===== src/rtl/restoring_divider8.sv =====
// 8-bit unsigned restoring divider, one quotient bit per cycle.
// Three-state FSM: IDLE -> CALC (8 cycles) -> DONE.
module restoring_divider8 (
    input  logic       clk_i,
    input  logic       reset_i,
    input  logic       run_i,
    input  logic [7:0] dividend_i,
    input  logic [7:0] divisor_i,
    output logic [7:0] quotient_o,
    output logic [7:0] remainder_o,
    output logic       busy_o,
    output logic       done_o,
    output logic       div_by_zero_o
);

    typedef enum logic [1:0] {
        IDLE,
        CALC,
        DONE
    } state_t;

    state_t      state_q, state_d;
    logic [8:0]  p_q, p_d;
    logic [7:0]  q_q, q_d;
    logic [7:0]  d_q, d_d;
    logic [3:0]  cnt_q, cnt_d;
    logic [7:0]  quo_q, quo_d;
    logic [7:0]  rem_q, rem_d;
    logic        dbz_q, dbz_d;

    logic [8:0]  p_sh;
    logic [7:0]  q_sh;
    logic [8:0]  trial;
    logic [8:0]  p_nx;
    logic [7:0]  q_nx;

    always_ff @(posedge clk_i) begin
        if (reset_i) begin
            state_q <= IDLE;
            p_q     <= '0;
            q_q     <= '0;
            d_q     <= '0;
            cnt_q   <= '0;
            quo_q   <= '0;
            rem_q   <= '0;
            dbz_q   <= 1'b0;
        end else begin
            state_q <= state_d;
            p_q     <= p_d;
            q_q     <= q_d;
            d_q     <= d_d;
            cnt_q   <= cnt_d;
            quo_q   <= quo_d;
            rem_q   <= rem_d;
            dbz_q   <= dbz_d;
        end
    end

    // Trial subtraction as P + ~{0,D} + 1; bit 8 set means negative.
    always_comb begin
        p_sh  = {p_q[7:0], q_q[7]};
        q_sh  = {q_q[6:0], 1'b0};
        trial = p_sh + {1'b1, ~d_q} + 9'd1;
        if (!trial[8]) begin
            p_nx = trial;
            q_nx = q_sh | 8'd1;
        end else begin
            p_nx = p_sh;
            q_nx = q_sh;
        end
    end

    always_comb begin
        state_d = state_q;
        p_d     = p_q;
        q_d     = q_q;
        d_d     = d_q;
        cnt_d   = cnt_q;
        quo_d   = quo_q;
        rem_d   = rem_q;
        dbz_d   = dbz_q;
        unique case (state_q)
            IDLE: begin
                if (run_i) begin
                    q_d     = dividend_i;
                    d_d     = divisor_i;
                    p_d     = '0;
                    cnt_d   = '0;
                    dbz_d   = 1'b0;
                    state_d = CALC;
                end
            end
            CALC: begin
                p_d   = p_nx;
                q_d   = q_nx;
                cnt_d = cnt_q + 4'd1;
                if (cnt_q == 4'd7) begin
                    quo_d   = q_nx;
                    rem_d   = p_nx[7:0];
                    dbz_d   = (d_q == 8'd0);
                    state_d = DONE;
                end
            end
            DONE: begin
                if (!run_i) begin
                    state_d = IDLE;
                end
            end
            default: state_d = IDLE;
        endcase
    end

    assign quotient_o    = quo_q;
    assign remainder_o   = rem_q;
    assign busy_o        = (state_q == CALC);
    assign done_o        = (state_q == DONE);
    assign div_by_zero_o = dbz_q;

endmodule


===== config.mk =====
export PLATFORM = sky130hd
export DESIGN_NAME = restoring_divider8
export DESIGN_NICKNAME = d
export VERILOG_FILES = /design/src/rtl/restoring_divider8.sv
export SDC_FILE = /design/constraint.sdc
export NUM_CORES = 1
export LEC_CHECK = 0
export BUFFER_PORTS_ARGS = -buffer_cell sky130_fd_sc_hd__buf_2
export CAP_MARGIN = 30
export CORE_MARGIN = 2
export CORE_UTILIZATION = 50
export DETAILED_ROUTE_END_ITERATION = 10
export GPL_ROUTABILITY_DRIVEN = 0
export HOLD_SLACK_MARGIN = 0.02
export MAX_ROUTING_LAYER = met4
export PLACE_DENSITY = 0.72
export SETUP_SLACK_MARGIN = 0.3
export SLEW_MARGIN = 20
export SYNTH_ARGS = -nofsm -noshare
export SYNTH_HDL_FRONTEND = slang
export SYNTH_SLANG_ARGS = --single-unit
export TNS_END_PERCENT = 1

===== constraint.sdc =====
create_clock -name clk_i -period 2.2 [get_ports clk_i]
set_clock_uncertainty 0.05 [all_clocks]
set_input_delay 0.44 -clock clk_i [delete_from_list [all_inputs] [get_ports clk_i]]
set_output_delay 0.44 -clock clk_i [all_outputs]
set_load 0.01 [all_outputs]

==> metrics list, run 1 <==
- The die covers 5309 um2.
- The routed design uses 2854 um of met2 wire.
- Slowest stage delay, CP: 0.37 ns
- Number of core rows: 25
- From bottom edge to top edge, the die measures 72.86 um.
- Total core area: 4661 um2
* Ports placed on the boundary: 38
- The netlist uses 55 different library cells.
- Met3 Routed Length: 185 um
* Max-slew violation total from the final report: 0
* Synthesis warning total: 0
* Slew at the pin with the worst max-slew slack: 0.7256 ns
- CP startpoint kind: flop
- In this run, synthesis inferred 0 flip-flops with an integrated enable.
- The initial utilization of the core area, before any placement, comes to 0.5087.
- In this run, placement finished with an instance count of 390.
* Class of the tightest hold or removal check: in -> reg
* Port buffer count: 37
- The detail route stage leaves a number of antenna-violating nets equal to 0.
- Summing internal, switching and leakage power gives 2.521 mW.
* Power Dens Cells: 850.4 nW/um2
- The worst pin sits at a relative slew slack of 0.5145.
- Entering global routing, the biggest net connects 21 pins.
- TritonCTS built the clock tree.
- Highest clock rate: 454.8 MHz
- Number of clock sinks seen by CTS: 47
- After filler insertion, the fill cell instance count of the layout stands at 418.
* Clock input transition at the sequential cells of the worst setup and hold paths: 0.08 ns
- CP endpoint kind: flop
- Setup repair after global routing could not meet its margin everywhere.
- Post-Synthesis Net Count: 310
* Area overhead of the layout relative to synthesis: 25.01%
* Total routing usage reported by global routing: 0.2363
- For this run, design rule violations remaining after detail routing come to 0.
- Total clock buffers created by CTS: 5
- Number of global-route vias before repair: 2061
* Routed len/inst: 14.44 um
* Number of antenna violations at the first check in global routing: 0
* Synth top area share: 0.3968
* Period utilization: 0.9994
* Detailed Place HPWL: 4296 um
* Fraction of the yosys area taken by sequential cells: 0.3968
* Most frequent cells in the layout: 50 x nand2_1, 44 x dfxtp_1, 37 x buf_2
- The flow ran to the end, and the final reports show no timing, DRC or antenna violations.
- Area contributors post-synth: dfxtp_1 40%, nand2_1 7.9%, a21oi_1 7.0%, ha_1 4.7%, nor2_1 4.0%
* Total setup violations reported at the end of the flow: 0
- The slowest stage of the critical path belongs to the cell fa_2.
* Fin util: 0.6360
- Using the TritonRoute via totals, the vias-per-cell ratio works out to 5.523.
- Proportion of register bits with asynchronous set or reset after synthesis: 0
- Synthesized area per cell: 8.438 um2
- At the later pin of the worst-skew pair, clock insertion delay measures 0.30 ns.
* Top sig layer: met4
* Final min period: 2.199 ns
* Detailed-route via count: 2209
* Total overflow reported by the global router: 0
- After technology mapping, the gate count stands at 281.
* Filler-free cell count of the finished design: 400
- Worst EP required: 2.32 ns
- Wl on met1: 2680 um
- Walking the worst path, the cells encountered are inv_2, ha_4, inv_2, fa_2, a211oi_4, o211a_4, o211a_4, mux2i_2, a211oi_2.
- In this run, synthesis produced a sequential element count of 47.
- Global-route wire length before repair: 9570 um
* Commonest non-fill, non-tap cell in the layout: nand2_1
* Cell area after technology mapping: 2371 um2
- TritonRoute pass-1 iters: 4
* Share of post-route cells with drive strength above 1: 0.3324
* Yosys top cell by area: dfxtp_1
- The tree is rooted in a clkbuf_8.
- Max-cap violations in this run came to 0.
- Summed over all cells, the static leakage comes to 1.254 nW.
* Initial detailed-routing violation count: 160
* DIE WIDTH: 72.86 um
* Final Net Count: 375
- Count of antenna diodes in the layout: 0
* Deepest level of the CTS H-tree: 2
* Flip-flop cell with the highest count after synthesis: dfxtp_1
- The count of endpoints failing hold in the final timing report is 0.
- Maximum vdd drop: 0.4539 mV
- Crit Path Max Fanout: 5
- By startpoint and endpoint, the worst setup path is classified as reg -> reg.
* Routed wire length: 5777 um
- Data arrival at the endpoint of the critical path: 2.32 ns
- The clock passes through at most 2 buffers.
==> synthesized netlist by cell type (2+ instances only) <==
cell type  count
clkbuf_1      11
inv_1         11
o211ai_2       4
nor2b_1        8
o21ai_0       10
nand3b_1       2
dfxtp_1       47
and2_1         2
nand2b_1       2
o211ai_1       2
o21ai_1        2
and3b_1        2
a21oi_1       33
o221a_2        8
nor2_1        25
nand4_1        2
mux2i_1        5
xor2_1         3
nand2_1       50
nor4_1         2
a211oi_1       3
nand3_1        4
or2_2          3
ha_1           9
==> flip-flops by register name, indices dropped and copies added, names as in the netlist <==
| register | flops |
|---|---|
| state_q | 2 |
| q_q | 8 |
| cnt_q | 4 |
| d_q | 8 |
| div_by_zero_o | 1 |
| p_q | 8 |
| quotient_o | 8 |
| remainder_o | 8 |
==> path summary, 6_finish.rpt <==
check                                   from                          end  slack [ns]  cells after the start
setup reg to reg         q_q[7]$_SDFFE_PP0P_  remainder_o[6]$_SDFFE_PP0P_       0.001                      9
hold reg to reg   quotient_o[4]$_SDFFE_PP0P_   quotient_o[4]$_SDFFE_PP0P_        0.40                      2
hold / removal                  divisor_i[1]          d_q[1]$_SDFFE_PP0P_        0.33                      3
setup / recovery         q_q[7]$_SDFFE_PP0P_  remainder_o[6]$_SDFFE_PP0P_       0.001                      9
==> report_power, final <==
group | internal (mW) | switching, mW | total [mW]
Sequential | 0.900 | 0.0453 | 0.945
Combinational | 0.534 | 0.528 | 1.06
Clock | 0.247 | 0.267 | 0.514
Total | 1.68 | 0.840 | 2.52
==> critical path, delay by kind of cell, from the launching register on <==
family,cells,cell delay (ns)
muxes,1,0.27
DFF,1,0.33
adders and majority gates,2,0.50
buffers and inverters,2,0.11
AOI/OAI and AO/OA,4,0.83
==> through the flow <==
stage / instance area (um2) / worst slack [ns] / TNS (ns) / hold slack (ns)
2_1_floorplan: 2392 / 0.006759 / 0 / 0.3948
3_3_place_gp: 2820 / -0.2043 / -2.578 / 0.3882
3_5_place_dp: 2820 / -0.2487 / -3.135 / 0.3937
4_1_cts: 2954 / -0.005601 / -0.006803 / 0.3193
5_1_grt: 2964 / -0.1057 / -1.008 / 0.3214
6_report: 2964 / 0.001421 / 0 / 0.3289
==> cell type report <==
| type | instances | area (um2) | area share |
|---|---|---|---|
| Sequential cell | 47 | 944.7 | 0.3187 |
| Inverter | 12 | 45.04 | 0.01520 |
| Clock inverter | 1 | 5.005 | 0.001688 |
| Multi-Input combinational cell | 209 | 1375 | 0.4639 |
| Timing Repair Buffer | 71 | 444.2 | 0.1499 |
| Clock buffer | 6 | 82.58 | 0.02786 |
| Tap cell | 54 | 67.56 | 0.02279 |
==> what timing repair did <==
item                       CTS  global route
hold buffers                 0             0
setup endpoints to repair   19            19
gates resized for setup      6             4
pin swaps                   15             2
setup buffers                2             0
cloned                       1             0
==> logic make-up after synthesis <==
group	share of synthesized area
adders and majority gates	0.05594
buffers and inverters	0.04644
and+or+nand+nor	0.2111
DFF	0.3968
AOI/OAI and AO/OA	0.2538
muxes	0.02111
xor gates and xnor gates	0.01478
==> routing by layer <==
metal,global-route usage,vias up
met3,0.03729,8
met5,-,-
met4,0.06790,0
li1,-,1125
met1,0.3082,1030
met2,0.3798,46
Power figures use the tool's default switching activity.
==> run 2, diff against run 1 <==
CORE_MARGIN = default   (was 2)
==> run 2 against run 1 <==
  * Worst hold slack worse by 0.017 ns
  * First-iteration DRC count shrank 7.5%
  * Clock power up 50%
  * Maximum frequency shrank 0.77%
  * The flow now finishes with violations (setup timing)
  * Sequential share of layout area decreased by 0.57 points
  * Worst setup slack worse by 0.017 ns
  * Largest cell class unchanged
==> metrics list, run 2 (same netlist as run 1, synthesis figures left out) <==
* Status: finished with violations (was complete, no violations)
* Violations in the final reports: setup timing
- The initial antenna violation count was 0 (unchanged).
- The headroom to the max-slew limit came to 0.5109 (was 0.5145).
- Total clock buffers created by CTS: 5 (unchanged)
- Number of clock sinks seen by CTS: 47 (unchanged)
* Final Net Count: 374 (was 375)
- Period utilization: 1.007 (was 0.9994)
- Layout fillers: 379 (was 418)
* Slowest cell on the critical path: fa_2 (unchanged)
- The highest ir drop seen on vdd is 0.4720 mV (was 0.4539 mV).
* Residual DRC: 0 (unchanged)
* Total routing usage reported by global routing: 0.2450 (was 0.2363)
- Area overhead of the layout relative to synthesis: 27.28% (was 25.01%)
- TritonRoute pass-1 iters: 6 (was 4)
- Max-slew violation total from the final report: 0 (unchanged)
- The pin count of the biggest net entering global routing is 19 (was 21).
- Cell chain of the critical path: inv_2, ha_4, inv_2, fa_2, a211oi_4, o211a_4, o211a_2, mux2i_1, a21oi_1 (was inv_2, ha_4, inv_2, fa_2, a211oi_4, o211a_4, o211a_4, mux2i_2, a211oi_2).
- The number of max-capacitance violations reported is 0 (unchanged).
- Commonest non-fill, non-tap cell in the layout: nand2_1 (unchanged)
- The most numerous cell type found on the critical path is inv_2.
* Total core area: 4444 um2 (was 4661 um2)
- The static power due to leakage is 1.276 nW (was 1.254 nW).
- Slew at the pin with the worst max-slew slack: 0.7309 ns (was 0.7256 ns)
- The number of buffer and inverter stages on the critical path is 2 (unchanged).
- Total overflow reported by the global router: 0 (unchanged)
- Global-route wire length before repair: 9432 um (was 9570 um)
- Worst-case setup margin in the final layout: -0.01574 ns (was 0.001421 ns)
- CTS tree: built (unchanged)
- Detailed-route via count: 2183 (was 2209)
- Final min period: 2.216 ns (was 2.199 ns)
* Highest clock rate: 451.3 MHz (was 454.8 MHz)
- The detailed-route vias per instance came to 5.485 (was 5.523).
- Endpoints failing hold: 0 (unchanged)
- Port buffer count: 37 (unchanged)
* Clock input transition at the sequential cells of the worst setup and hold paths: 0.10 ns (was 0.08 ns)
- Worst EP required: 2.35 ns (was 2.32 ns)
- RSZ-0062 raised after global routing: true (unchanged)
- # hold bufs at CTS: 0 (unchanged)
* Fin Setup TNS: -0.03265 ns (was 0 ns)
* Die span in y: 70.86 um (was 72.86 um)
- The total power consumption of the routed design came to 2.795 mW (was 2.521 mW).
- The via count of the first global-routing pass came to 2084 (was 2061).
* Power Dens Cells: 926.1 nW/um2 (was 850.4 nW/um2)
- The die outline width is 70.86 um (was 72.86 um).
* Critical Setup Path Class: reg -> reg (unchanged)
- Share of post-route cells with drive strength above 1: 0.3324 (unchanged)
- Total setup violations reported at the end of the flow: 3 (was 0)
- The final standard cell count with taps included and fillers excluded is 398 (was 400).
- Worst slack after detailed placement: -0.2333 ns (was -0.2487 ns)
* Detailed Place HPWL: 4115 um (was 4296 um)
- The number of H-tree levels came to 2 (unchanged).
* Routed wire length: 5698 um (was 5777 um)
* Effective utilization at floorplan: 0.5335 (was 0.5087)
- The path class of the lowest-slack min-delay path is in -> reg (unchanged).
* Crit Path Max Fanout: 4 (was 5)
- The number of cells after detailed placement came to 387 (was 390).
* Insertion delay to the later sink of the worst-skew pair: 0.30 ns (about the same)
- Initial detailed-routing violation count: 148 (was 160)
- Count of antenna diodes in the layout: 0 (unchanged)
* Data arrival at the endpoint of the critical path: 2.36 ns (was 2.32 ns)
* Slowest stage delay, CP: 0.36 ns (was 0.37 ns)
- The total number of placement rows was 24 (was 25).
* Clock root buffer: clkbuf_8 (unchanged)
* Post-Route Hold Slack: 0.3121 ns (was 0.3289 ns)
- Most frequent cells in the layout: 50 x nand2_1, 44 x dfxtp_1, 37 x buf_2 (unchanged)
- The kind of end point of the critical path is a flop (unchanged).
* Ports placed on the boundary: 38 (unchanged)
* Area taken by flip-flops and latches: 944.7 um2 (unchanged)
- Routed len/inst: 14.32 um (was 14.44 um)
* Maximum count of clock buffers along a single path: 2 (unchanged)
- The family of cells with the greatest summed delay on the critical path was compound AO/OA/AOI/OAI gates (unchanged).
* Full die area: 5021 um2 (was 5309 um2)
- The area used by multi-input combinational logic came to 1378 um2 (was 1375 um2).
- The kind of start point of the critical path is a flop (unchanged).
- The count of nets left with antenna violations after detail routing was 0 (unchanged).
run 2: cell types whose count changed in the layout (fill, tap and decap cells not counted), sizes merged:
cell,before,now
buf,71,70
bufinv,0,2
clkbuf,6,5
run 2: area by class of cell:
class / count / area share
timing repair buffer: 70 / 0.1472
tap: 52 / 0.02156
sequential: 47 / 0.3130
inverter: 12 / 0.01534
clock buffer: 5 / 0.02280
multi-input combinational: 209 / 0.4565
clock inverter: 3 / 0.02363
run 2: per-layer routing:
layer | global-route usage | routed length, um
met1 | 0.3161 | 2699
met2 | 0.3921 | 2706
met3 | 0.04843 | 210
met4 | 0.06889 | 82
met5 | - | 0
run 2: power by group:
group / total (mW) / switching [mW] / internal (mW)
combinational: 1.08 / 0.520 / 0.556
sequential: 0.945 / 0.0452 / 0.900
clock: 0.773 / 0.312 / 0.461
total: 2.79 / 0.877 / 1.92
run 2: per-stage QoR:
| stage | instance area [um2] | util |
|---|---|---|
| after floorplan | 2392 | - |
| after global placement | 2810 | 0.6323 |
| after detailed placement | 2810 | 0.6323 |
| after CTS | 2992 | 0.6731 |
| after global routing | 3018 | 0.6791 |
| final | 3018 | 0.6791 |
run 2: path summary, 6_finish.rpt:
kind	start	to	slack, ns	cells past startpoint
max reg2reg	q_q[7]$_SDFFE_PP0P_	remainder_o[3]$_SDFFE_PP0P_	-0.02	9
min	divisor_i[0]	d_q[0]$_SDFFE_PP0P_	0.31	3
min reg2reg	quotient_o[3]$_SDFFE_PP0P_	quotient_o[3]$_SDFFE_PP0P_	0.41	2
max	q_q[7]$_SDFFE_PP0P_	remainder_o[3]$_SDFFE_PP0P_	-0.02	9
run 2: timing repair:
action	4_1_cts	5_1_grt
setup buffers	1	1
gates cloned	0	1
pin swaps	15	8
setup endpoints to repair	19	19
gates resized for setup	11	3
run 2: worst reg2reg max path, stage by stage (launching register included):
cell and delay, ns:
dfxtp_2 0.33, inv_2 0.06, ha_4 0.12, inv_2 0.03, fa_2 0.36, a211oi_4 0.32
o211a_4 0.21, o211a_2 0.26, mux2i_1 0.27, a21oi_1 0.09
